### config.mk
export PLATFORM = sky130hd
export DESIGN_NAME = eagle_base
export DESIGN_NICKNAME = d
export VERILOG_FILES = /design/src/rtl/tank_game_pkg.sv /design/src/rtl/box_overlap.sv /design/src/rtl/eagle_base.sv
export SDC_FILE = /design/constraint.sdc
export NUM_CORES = 1
export LEC_CHECK = 0
export CAP_MARGIN = 10
export CORE_MARGIN = 4
export CORE_UTILIZATION = 30
export CTS_CLUSTER_DIAMETER = 150
export DETAILED_ROUTE_END_ITERATION = 12
export GPL_TIMING_DRIVEN = 0
export PLACE_DENSITY = 0.56
export REMOVE_ABC_BUFFERS = 1
export SLEW_MARGIN = 30
export SYNTH_ARGS = -nofsm -noshare
export SYNTH_HDL_FRONTEND = slang
export SYNTH_SLANG_ARGS = --single-unit
### constraint.sdc
create_clock -name clk_50MHz -period 2.9 [get_ports clk_50MHz]
set_input_delay 0.58 -clock clk_50MHz [delete_from_list [all_inputs] [get_ports clk_50MHz]]
set_output_delay 0.58 -clock clk_50MHz [all_outputs]
set_load 0.02 [all_outputs]
### src/rtl/tank_game_pkg.sv
// Shared types and constants for the tank playfield blocks.
package tank_game_pkg;

  localparam int unsigned COORD_W  = 10;
  localparam int unsigned SCREEN_W = 640;
  localparam int unsigned SCREEN_H = 480;

  typedef enum logic [1:0] {
    ALIVE,
    COOLDOWN,
    EXPLODING,
    DESTROYED
  } base_state_t;

endpackage

### src/rtl/box_overlap.sv
// Strict axis-aligned overlap test between a fixed-size box A and a bullet box B.
module box_overlap
  import tank_game_pkg::*;
#(
  parameter int unsigned ASize = 32,
  parameter int unsigned BSize = 4
) (
  input  logic [COORD_W-1:0] a_x_i,
  input  logic [COORD_W-1:0] a_y_i,
  input  logic [COORD_W-1:0] b_x_i,
  input  logic [COORD_W-1:0] b_y_i,
  input  logic               b_valid_i,
  output logic               overlap_o
);

  localparam int unsigned SumW = COORD_W + 1;

  // One extra bit keeps far-right/bottom edges from wrapping past 1023.
  logic [SumW-1:0] ax, ay, bx, by;

  assign ax = {1'b0, a_x_i};
  assign ay = {1'b0, a_y_i};
  assign bx = {1'b0, b_x_i};
  assign by = {1'b0, b_y_i};

  assign overlap_o = b_valid_i
                     && (bx < ax + SumW'(ASize))
                     && (bx + SumW'(BSize) > ax)
                     && (by < ay + SumW'(ASize))
                     && (by + SumW'(BSize) > ay);

endmodule

### src/rtl/eagle_base.sv
// Player base: multi-bullet hit detection, hit points with invulnerability,
// explosion sequence and registered sprite addressing for the pixel mux.
module eagle_base
  import tank_game_pkg::*;
#(
  parameter int unsigned X_POS           = 320,
  parameter int unsigned Y_POS           = 240,
  parameter int unsigned SIZE            = 32,
  parameter int unsigned N_BULLETS       = 2,
  parameter int unsigned BULLET_SIZE     = 4,
  parameter int unsigned HP_MAX          = 3,
  parameter int unsigned COOLDOWN_FRAMES = 32,
  parameter int unsigned EXPLODE_FRAMES  = 16
) (
  input  logic                      clk_50MHz,
  input  logic                      reset,
  input  logic [9:0]                x,
  input  logic [9:0]                y,
  input  logic                      refresh_tick,
  input  logic [10*N_BULLETS-1:0]   bullet_x,
  input  logic [10*N_BULLETS-1:0]   bullet_y,
  input  logic [N_BULLETS-1:0]      bullet_valid,
  output logic [N_BULLETS-1:0]      hit_ack,
  output logic                      base_on,
  output logic [$clog2(SIZE)-1:0]   sprite_row,
  output logic [$clog2(SIZE)-1:0]   sprite_col,
  output logic                      sprite_sel,
  output logic [3:0]                explode_frame,
  output logic [3:0]                hp,
  output logic                      destroyed
);

  localparam int unsigned SprW = $clog2(SIZE);
  localparam int unsigned CntW = 16;

  base_state_t          state_q, state_d;
  logic [3:0]           hp_q, hp_d;
  logic [CntW-1:0]      cd_q, cd_d;
  logic [CntW-1:0]      fc_q, fc_d;
  logic [N_BULLETS-1:0] overlap;
  logic [N_BULLETS-1:0] ack_q, ack_d;

  for (genvar i = 0; i < N_BULLETS; i++) begin : g_chan
    box_overlap #(
      .ASize(SIZE),
      .BSize(BULLET_SIZE)
    ) u_overlap (
      .a_x_i    (COORD_W'(X_POS)),
      .a_y_i    (COORD_W'(Y_POS)),
      .b_x_i    (bullet_x[10*i +: 10]),
      .b_y_i    (bullet_y[10*i +: 10]),
      .b_valid_i(bullet_valid[i]),
      .overlap_o(overlap[i])
    );
  end

  always_comb begin
    state_d = state_q;
    hp_d    = hp_q;
    cd_d    = cd_q;
    fc_d    = fc_q;
    ack_d   = '0;
    if (refresh_tick) begin
      case (state_q)
        ALIVE: begin
          ack_d = overlap;
          if (|overlap) begin
            // A frame costs at most one hit point however many bullets land.
            hp_d = hp_q - 4'd1;
            if (hp_d == 4'd0) begin
              state_d = EXPLODING;
              fc_d    = '0;
            end else begin
              state_d = COOLDOWN;
              cd_d    = CntW'(COOLDOWN_FRAMES - 1);
            end
          end
        end
        COOLDOWN: begin
          ack_d = overlap;
          if (cd_q == '0) begin
            state_d = ALIVE;
          end else begin
            cd_d = cd_q - CntW'(1);
          end
        end
        EXPLODING: begin
          if (fc_q == CntW'(EXPLODE_FRAMES - 1)) begin
            state_d = DESTROYED;
          end else begin
            fc_d = fc_q + CntW'(1);
          end
        end
        DESTROYED: ;
        default: state_d = ALIVE;
      endcase
    end
  end

  always_ff @(posedge clk_50MHz) begin
    if (reset) begin
      state_q <= ALIVE;
      hp_q    <= 4'(HP_MAX);
      cd_q    <= '0;
      fc_q    <= '0;
      ack_q   <= '0;
    end else begin
      state_q <= state_d;
      hp_q    <= hp_d;
      cd_q    <= cd_d;
      fc_q    <= fc_d;
      ack_q   <= ack_d;
    end
  end

  // Pixel path: unsigned 10-bit differences reject pixels left of / above the box.
  logic [COORD_W-1:0] dx, dy;
  logic               in_box;
  logic               base_on_q, sprite_sel_q;
  logic [SprW-1:0]    sprite_row_q, sprite_col_q;

  assign dx     = x - COORD_W'(X_POS);
  assign dy     = y - COORD_W'(Y_POS);
  assign in_box = (dx < COORD_W'(SIZE)) && (dy < COORD_W'(SIZE));

  always_ff @(posedge clk_50MHz) begin
    if (reset) begin
      base_on_q    <= 1'b0;
      sprite_sel_q <= 1'b0;
      sprite_row_q <= '0;
      sprite_col_q <= '0;
    end else begin
      // Counter bit 2 blanks the sprite every other 4 frames while invulnerable.
      base_on_q    <= in_box && (state_q != DESTROYED) && !((state_q == COOLDOWN) && cd_q[2]);
      sprite_sel_q <= (state_q == EXPLODING);
      sprite_row_q <= dy[SprW-1:0];
      sprite_col_q <= dx[SprW-1:0];
    end
  end

  assign hit_ack       = ack_q;
  assign hp            = hp_q;
  assign destroyed     = (state_q == DESTROYED);
  assign explode_frame = 4'((32'(fc_q) * 32'd16) / 32'(EXPLODE_FRAMES));
  assign base_on       = base_on_q;
  assign sprite_sel    = sprite_sel_q;
  assign sprite_row    = sprite_row_q;
  assign sprite_col    = sprite_col_q;

endmodule

==> results_dict.tcl <==
set metrics [dict create \
    post-place-ws_ns -0.660 \
    status "completed" \
    yosysSeqAreaShare_pct 34.3 \
    yosys_most_used_dff "dfxtp_1" \
    antenna_found_initial 0 \
    die_h_um 109 \
    clock_latency_ns 0.31 \
    postSynth.asyncResetShare_pct 0 \
    stdcell_area_um2 4150 \
    p_leak_nw 1.44 \
    root_buffer "clkbuf_8" \
    track_usage_pct 15.0 \
    yosys.area.top_type_share_pct 34.3 \
    synthDistinctLibCells 62 \
    grt_pass1_vias 3068 \
    drive_above_1_share_pct 6.98 \
    core_region_area_um2 9820 \
    finalPower_mw 1.34 \
    diodes 0 \
    post_drt_wl_per_cell_um 15.9 \
    synth_edf_count 0 \
    worst_pin_slew_ns 0.934 \
    start_util_pct 30.9 \
    maxCapViolCount 0 \
    ys.warnings.count 0 \
    worst_slack_ns 0.0595 \
    drt_iter0_markers 133 \
    die_w_um 109 \
    cts_tree "done" \
    drtAntennaViolNets 0 \
    fin_crit_ns 2.84 \
    cts-buffers-inserted 5 \
    setup_viol 0 \
    fin_util_pct 42.2 \
    min_path_cells 2 \
    yosys-top-cells-count "dfxtp_1 (52), nor2_1 (26), nand3_1 (24), nand2_1 (23), a21oi_1 (21)" \
    synth_most_common_cell "dfxtp_1" \
    reg2reg_depth 8 \
    start_kind "input pin" \
    final-hold-violation-count 0 \
    port_buffers 87 \
    vias 3239 \
    numClockSinks 52 \
    max_freq_mhz 352 \
    hold_path_class "register to register" \
    end_kind "register" \
    syn_to_final_growth_pct 36.4 \
    synthesis.area_um2 3040 \
    drv_slew 0 \
    fin_crit_sh_pct 97.9 \
    rsz0062_at_grt "no" \
    tns_ns 0 \
    required_ns 3.08 \
    dpl.hpwl_um 6290 \
    wl_um 9190 \
    htreeDepth 2 \
    power.density_nw_per_um2 323 \
    grt-ovfl-total 0 \
    crit_arrival_ns 3.02 \
    drc 0 \
    yosys_register_bits 52 \
    cts.clk_slew.worst_paths_ns 0.11 \
    vias_per_cell 5.61 \
    critPathMaxFanout 20 \
    crit_type "input pin to register" \
    die-area_um2 11800 \
    dpl_cell_area_um2 3970 \
    cts_buffer_depth 2 \
    grt_pass1_wl_um 14600 \
    relSlewSlack_pct 37.2 \
    yosysTopAreaCell "dfxtp_1" \
    drt_pass1_iterations 4 \
    hold_buffers 0 \
    layout.nets 517 \
    io_pins 88 \
    syn_inst 372 \
    fin_skew_ns 0.0145 \
    synth_area_per_cell_um2 8.17 \
    max-vdd-ir-drop_mv 0.189 \
    grt_max_degree 33 \
    rows 36 \
    routabilityCongestion 0.816 \
    synth_area_leaders "dfxtp_1 (34%), nand3_1 (4.0%), o31ai_1 (4.0%)" \
]
[where the power goes]
| part | leakage (nW) | switching (mW) | internal [mW] |
|---|---|---|---|
| Clock | 0.0485 | 0.266 | 0.174 |
| Combinational | 0.972 | 0.0701 | 0.107 |
| Sequential | 0.421 | 0.00231 | 0.721 |
| Total | 1.44 | 0.338 | 1.00 |
[what timing repair did]
action                     CTS  global route
gates cloned                 0             1
pin swaps                    2             1
setup buffers                1             0
resized for setup            8             4
setup endpoints to repair   30            11
[state kept, by name, indices dropped and copies added, names as in the netlist]
register,flops
base_on,1
cd_q,16
fc_q,16
hit_ack,2
hp,4
sprite_col,5
sprite_row,5
sprite_sel,1
state_q,2
[kinds of logic after synthesis]
kind of cell             after synthesis  share of synthesized area (%)
AO/OA/AOI/OAI                        110                           26.4
XOR/XNOR                               3                          0.865
adder cells (fa/ha/maj)                9                           3.71
buffers and inverters                 46                           6.84
flip-flops                            52                           34.3
multiplexers                           2                          0.700
AND/OR/NAND/NOR                      150                           27.3
[final cells by class]
class                           instances  area, um2
Clock buffer                            5       68.8
Clock inverter                          3       22.5
Fill cell                            1026       5670
Inverter                               19       71.3
Multi-Input combinational cell        275       1880
Sequential cell                        52       1040
Tap cell                              133        166
Timing Repair Buffer                   90        898
[through the flow]
stage               std cells  hold slack, ns
floorplan                 345           0.451
global placement          565           0.485
detailed placement        567           0.503
CTS                       576           0.519
global route              577           0.540
finish                    577           0.511
[worst max-delay path, stage by stage]
cell             delay [ns]
clkdlybuf4s50_1        0.42
or4b_2                 0.66
o21ai_0                0.24
nand3_2                0.26
and3_4                 0.36
o311ai_0               0.37
o31ai_1                0.12
[cell usage in the layout, fill, tap and decap left out, types with 4 or more instances in the layout]
cell type,n
clkdlybuf4s50_1,86
dfxtp_1,51
nor2_1,26
nand2_1,23
nand3_1,21
a21oi_1,21
inv_1,19
o31ai_1,16
nor3_1,13
o21ai_0,10
nor2b_1,10
nor4_1,10
ha_1,9
nand4_1,8
a311oi_1,7
a31oi_1,7
a211oi_1,6
o41ai_1,6
or4_1,6
nand4b_1,6
a32o_1,5
and2_1,5
clkbuf_8,5
and3_1,4
o211ai_1,4
[path summary, 6_finish.rpt]
path / startpoint / to / slack (ns)
setup / recovery: bullet_y[6] / cd_q[14] / 0.06
hold / removal: fc_q[15] / fc_q[15] / 0.51
setup reg to reg: hp[1] / fc_q[9] / 0.24
hold reg to reg: fc_q[15] / fc_q[15] / 0.51
[metal layers]
layer / up-vias / share of wire, % / GRT usage [%]
li1: 1572 / - / -
met1: 1576 / 46 / 19.5
met2: 81 / 48 / 26.0
met3: 10 / 4.5 / 2.49
met4: 0 / 1.4 / 3.25
met5: - / 0 / 0
(Power assumes the default switching activity.)
